**config.mk**
```make
export PLATFORM = sky130hd
export DESIGN_NAME = vdp_bus_master
export DESIGN_NICKNAME = d
export VERILOG_FILES = /design/src/rtl/vdp_bus_master.sv
export SDC_FILE = /design/constraint.sdc
export NUM_CORES = 1
export LEC_CHECK = 0
export ABC_CLOCK_PERIOD_IN_PS = 2000
export BUFFER_PORTS_ARGS = -buffer_cell sky130_fd_sc_hd__buf_2
export CAP_MARGIN = 5
export CORE_MARGIN = 5
export CORE_UTILIZATION = 49
export CTS_CLUSTER_SIZE = 12
export DETAILED_ROUTE_END_ITERATION = 10
export PLACE_DENSITY = 0.82
export SLEW_MARGIN = 20
export SYNTH_ARGS = -nofsm -noshare
export SYNTH_HDL_FRONTEND = slang
export SYNTH_SLANG_ARGS = --single-unit
```
**constraint.sdc**
```tcl
create_clock -name clk -period 2 [get_ports clk]
set_input_delay 0.5 -clock clk [delete_from_list [all_inputs] [get_ports clk]]
set_output_delay 0.5 -clock clk [all_outputs]
set_load 0.02 [all_outputs]
```
**src/rtl/vdp_bus_master.sv**
```systemverilog
// vdp_bus_master: turns single-byte commands into timed mode/write/read strobe cycles on the VDP host port.
// Define VDP_BUS_READ_EN to enable the READ (op 100) bus cycle; without it op 100 is illegal.
module vdp_bus_master #(
    parameter int SETUP_CYC = 1,
    parameter int PULSE_CYC = 2,
    parameter int HOLD_CYC  = 1
) (
    input  logic       clk,
    input  logic       reset,
    input  logic       cmd_valid,
    output logic       cmd_ready,
    input  logic [2:0] cmd_op,
    input  logic [7:0] cmd_addr,
    input  logic [7:0] cmd_data,
    output logic       busy,
    output logic       err,
    output logic       rsp_valid,
    output logic [7:0] rsp_data,
    output logic [1:0] vdp_mode,
    output logic       vdp_write,
    output logic       vdp_read,
    output logic [7:0] vdp_data_out,
    input  logic [7:0] vdp_data_in
);
    typedef enum logic [1:0] {IDLE, SETUP, PULSE, HOLD} state_t;
    localparam logic [2:0] OP_WRREG  = 3'd1;
    localparam logic [2:0] OP_WRVRAM = 3'd2;
    localparam logic [2:0] OP_SETREG = 3'd3;
    localparam logic [2:0] OP_READ   = 3'd4;
    localparam logic [3:0] SETUP_LD  = 4'(SETUP_CYC - 1);
    localparam logic [3:0] PULSE_LD  = 4'(PULSE_CYC - 1);
    localparam logic [3:0] HOLD_LD   = 4'(HOLD_CYC - 1);
    if (SETUP_CYC < 1 || SETUP_CYC > 15 || PULSE_CYC < 1 || PULSE_CYC > 15 ||
        HOLD_CYC < 1 || HOLD_CYC > 15) begin : g_bad_cfg
        $error("vdp_bus_master: SETUP_CYC, PULSE_CYC and HOLD_CYC must each be 1..15");
    end
    state_t     state, state_nx;
    logic [3:0] cnt, cnt_nx;
    logic       live, phase2, err_q, legal, accept, last, chain;
    logic [2:0] op_q;
    logic [1:0] mode_q, mode_sel;
    logic [7:0] dout_q, byte2_q;
`ifdef VDP_BUS_READ_EN
    assign legal = cmd_op <= OP_READ;
`else
    assign legal = cmd_op < OP_READ;
`endif
    assign accept   = cmd_valid && cmd_ready;
    assign last     = cnt == 4'd0;
    assign chain    = state == HOLD && last && op_q == OP_SETREG && !phase2;
    assign mode_sel = cmd_op == OP_WRREG ? 2'b01 : cmd_op == OP_WRVRAM ? 2'b10 :
                      cmd_op == OP_READ ? 2'b11 : 2'b00;
    // State and phase counter registers; reset aborts any transaction at once.
    always_ff @(posedge clk or posedge reset) begin
        if (reset) begin
            state <= IDLE;
            cnt   <= 4'd0;
        end else begin
            state <= state_nx;
            cnt   <= cnt_nx;
        end
    end
    // Next state: walk SETUP -> PULSE -> HOLD, reloading the counter on each entry.
    always_comb begin
        state_nx = state;
        cnt_nx   = last ? cnt : cnt - 4'd1;
        case (state)
            IDLE: begin
                cnt_nx = cnt;
                if (accept && legal) begin
                    state_nx = SETUP;
                    cnt_nx   = SETUP_LD;
                end
            end
            SETUP: if (last) begin
                state_nx = PULSE;
                cnt_nx   = PULSE_LD;
            end
            PULSE: if (last) begin
                state_nx = HOLD;
                cnt_nx   = HOLD_LD;
            end
            default: if (last) begin
                state_nx = chain ? SETUP : IDLE;
                cnt_nx   = chain ? SETUP_LD : cnt;
            end
        endcase
    end
    // Command latch and bus mode/data registers; mode/data persist through IDLE.
    always_ff @(posedge clk or posedge reset) begin
        if (reset) begin
            live    <= 1'b0;
            err_q   <= 1'b0;
            phase2  <= 1'b0;
            op_q    <= 3'd0;
            byte2_q <= 8'd0;
            mode_q  <= 2'b00;
            dout_q  <= 8'd0;
        end else begin
            live  <= 1'b1;
            err_q <= accept && !legal;
            if (accept && legal) begin
                op_q    <= cmd_op;
                byte2_q <= cmd_data;
                phase2  <= 1'b0;
                mode_q  <= mode_sel;
                dout_q  <= cmd_op == OP_SETREG ? cmd_addr : cmd_data;
            end else if (chain) begin
                phase2 <= 1'b1;
                mode_q <= 2'b01;
                dout_q <= byte2_q;
            end
        end
    end
    assign cmd_ready    = live && state == IDLE;
    assign busy         = state != IDLE;
    assign err          = err_q;
    assign vdp_mode     = mode_q;
    assign vdp_data_out = dout_q;
    assign vdp_write    = state == PULSE && op_q != OP_READ;
`ifdef VDP_BUS_READ_EN
    logic [7:0] rsp_q;
    // Capture read data on the final PULSE cycle, while the VDP still drives it.
    always_ff @(posedge clk or posedge reset) begin
        if (reset) rsp_q <= 8'd0;
        else if (state == PULSE && last && op_q == OP_READ) rsp_q <= vdp_data_in;
    end
    assign vdp_read  = state == PULSE && op_q == OP_READ;
    assign rsp_valid = state == HOLD && last && op_q == OP_READ;
    assign rsp_data  = rsp_q;
`else
    logic unused_rd;
    assign unused_rd = ^vdp_data_in;
    assign vdp_read  = 1'b0;
    assign rsp_valid = 1'b0;
    assign rsp_data  = 8'd0;
`endif
endmodule

```
==> flow_metrics.py <==
metrics = {
    "run_status": {
        "status": "complete, no violations",
    },
    "route": {
        "wirelength_um": 3170,
        "drtAntennaViolNets": 0,
        "first_iter_violations": 34,
        "routedWlPerCell_um": 12.8,
        "drtPass1Iterations": 4,
        "viasPerCell": 5.07,
        "vias": 1257,
        "drc": 0,
    },
    "logic_synthesis": {
        "synth_top_cell_by_area": "dfrtp_1",
        "yosysMostFrequentCell": "nand2_1",
        "synthTopCellsByCount": "nand2_1, dfrtp_1, nor2_1",
        "avgSynthCellArea_um2": 9.47,
        "synth_area_um2": 1530,
        "synth_edf_count": 0,
        "ys_ff_latch": 30,
        "synth_top_family_by_area": "simple AND/OR/NAND/NOR gates",
        "synth_fa_ha_area_share_pct": 4.10,
        "yosys-mux-area-fraction_pct": 0.738,
        "synth.yosys.warnings": 0,
        "synth_area_leaders": "dfrtp_1, nand2_1, buf_4",
        "synth_compound_area_share_pct": 16.8,
        "synth_xor_area_share_pct": 0,
        "synth_cell_types": 36,
        "synthSimpleGateAreaFrac_pct": 19.9,
        "netlist_instances": 161,
        "synthFlopType": "dfrtp_1",
        "ys_seq_area_share_pct": 49.2,
        "synthArstFlopShare_pct": 100,
        "synth_top_area_share_pct": 49.2,
    },
    "critical_path": {
        "cp.required_ns": 1.50,
        "cp_max_fo": 6,
        "crit_path_end_kind": "output pin",
        "max_stage_delay_ns": 0.43,
        "arrival_ns": 1.44,
        "cp_slowest_cell": "dfrtp_1",
        "path_class": "register to output pin",
        "path_cells": "inv_1, ha_2, and2_1, buf_2",
        "start_kind": "register",
    },
    "timing": {
        "timing.fmax_mhz": 516,
        "setup_viol": 0,
        "grt_setup_unrepaired": "yes",
        "fin_crit_ns": 1.94,
        "worst_pin_slew_ns": 0.531,
        "hold_violations": 0,
        "period_share_pct": 96.9,
        "slew_headroom_pct": 64.5,
        "final.setup.tns_ns": 0,
        "slew_violations": 0,
        "clock_skew_ns": 0.00387,
    },
    "floorplanning": {
        "die_area_um2": 4330,
        "rows": 20,
        "die_w_um": 65.8,
        "start_util_pct": 50.4,
        "io_pins": 54,
        "fp.coreArea_um2": 3030,
        "fp.dieH_um": 65.8,
    },
    "place": {
        "hpwl_um": 2310,
        "io_buffer_count": 35,
        "placed_cells": 239,
        "gp_congestion": 0.722,
    },
    "pwr": {
        "p_per_area_nw_per_um2": 1330,
        "peakVddDrop_mv": 0.623,
        "leakagePower_nw": 0.912,
        "p_total_mw": 2.43,
    },
    "global_routing": {
        "grt-ovfl-total": 0,
        "grt_usage_pct": 16.3,
        "grt_util_met3_pct": 3.74,
        "grt_pass1_vias": 1268,
        "antenna_found_initial": 0,
        "met2_usage_pct": 28.0,
        "grt_max_degree": 31,
        "grt_first_pass_wirelength_um": 5460,
        "met1_usage_pct": 19.5,
        "top_usage_layer": "met2",
    },
    "cells_and_area": {
        "area_delta_synth_final_pct": 19.6,
        "antenna_cells": 0,
        "layout-drive-gt1-share_pct": 27.5,
        "fillCellCount": 294,
        "fin_cells": 248,
        "nets": 238,
    },
    "clock_network": {
        "cts.sinks": 30,
        "numCtsBuffers": 5,
        "h-tree-depth": 2,
        "cts.clk_slew.worst_paths_ns": 0.09,
        "cts_tree": "done",
        "cts_root_buf": "clkbuf_4",
        "clockBufferDepth": 2,
        "clock_latency_ns": 0.33,
    },
    "job": {
        "drv_cap": 0,
    },
    "min_path": {
        "hp-class": "primary input to async pin",
    },
}
final timing paths:
| path | start | end | slack [ns] | depth (start not counted) |
|---|---|---|---|---|
| min in group clk | cmd_data[4] | byte2_q[4] | 0.37 | 3 |
| setup reg to reg | state[0] | state[0] | 0.15 | 6 |
| max in group asynchronous | reset | state[0] | 1.49 | 3 |
| hold reg to reg | byte2_q[5] | byte2_q[5] | 0.47 | 2 |
| setup / recovery | state[1] | cmd_ready | 0.06 | 4 |
| hold / removal | reset | err | 0.23 | 3 |
logic make-up after synthesis:
logic type | count (synthesis)
AND/OR/NAND/NOR | 67
AO/OA/AOI/OAI | 33
adder cells (fa/ha/maj) | 5
buffers and inverters | 23
other | 2
flip-flops | 30
multiplexers | 1
final cells by class:
cell class,instances,area [um2],area share [%]
inverters,7,26.3,1.44
flip-flops and latches,30,751,41.2
clock buffers,7,55.1,3.02
well taps,44,55.1,3.02
multi-input cells,117,679,37.2
repair buffers,42,253,13.9
clock inverters,1,5.00,0.274
critical path: cells and delay by family (launching register included):
family | cells | cell delay [ns]
adder cells (fa/ha/maj) | 1 | 0.23
buffers and inverters | 2 | 0.28
flip-flops | 1 | 0.43
AND/OR/NAND/NOR | 1 | 0.17
repair_timing:
item / CTS / global route
resized for setup: 0 / 3
hold buffers: 0 / 0
setup endpoints to repair: 2 / 3
buffers inserted: 1 / 0
registers in the layout, summed over array words and instances (netlist names):
name and flops:
byte2_q 8, vdp_data_out 8, cnt 4, op_q 3
state 2, vdp_mode 2, err 1, live 1
phase2 1
layer usage:
layer  wire length [um]  share of wire, %  vias up
li1                   -                 -      622
met1               1420                45      598
met3                158               5.0        4
met5                  0                 0        -
met2               1550                49       33
met4                 40               1.3        0
report_power, final:
part           total [mW]  internal [mW]  leakage (nW)  switching, mW
clock               0.377          0.170        0.0353          0.207
sequential          0.970          0.843         0.375          0.127
combinational        1.08          0.424         0.502          0.655
total                2.43           1.44         0.912          0.989
layout by cell type, fill, tap and decap left out, types with 2 or more instances in the layout:
cell,netlist,layout
dfrtp_1,30,30
and2_1,2,2
nand2b_1,2,2
buf_12,0,2
o221ai_1,8,8
nand3b_1,2,2
ha_1,5,3
clkbuf_4,0,5
conb_1,2,11
nor3_1,3,3
nor2_1,15,15
nand2_1,35,35
buf_4,10,5
inv_1,7,7
ha_2,0,2
a21boi_0,3,2
a31oi_1,8,8
nand4b_1,2,2
o21ai_0,5,5
buf_2,1,35
stage by stage:
step,worst slack [ns],cell area [um2],utilization (%),hold WS [ns]
6_report,0.0629,1820,60.2,0.231
4_1_cts,0.00570,1820,60.1,0.236
3_3_place_gp,0.214,1750,57.9,0.448
2_1_floorplan,0.0718,1560,-,0.432
3_5_place_dp,0.164,1750,57.9,0.450
5_1_grt,-0.0166,1820,60.2,0.276
No activity file was read; power rests on OpenSTA's default activity.
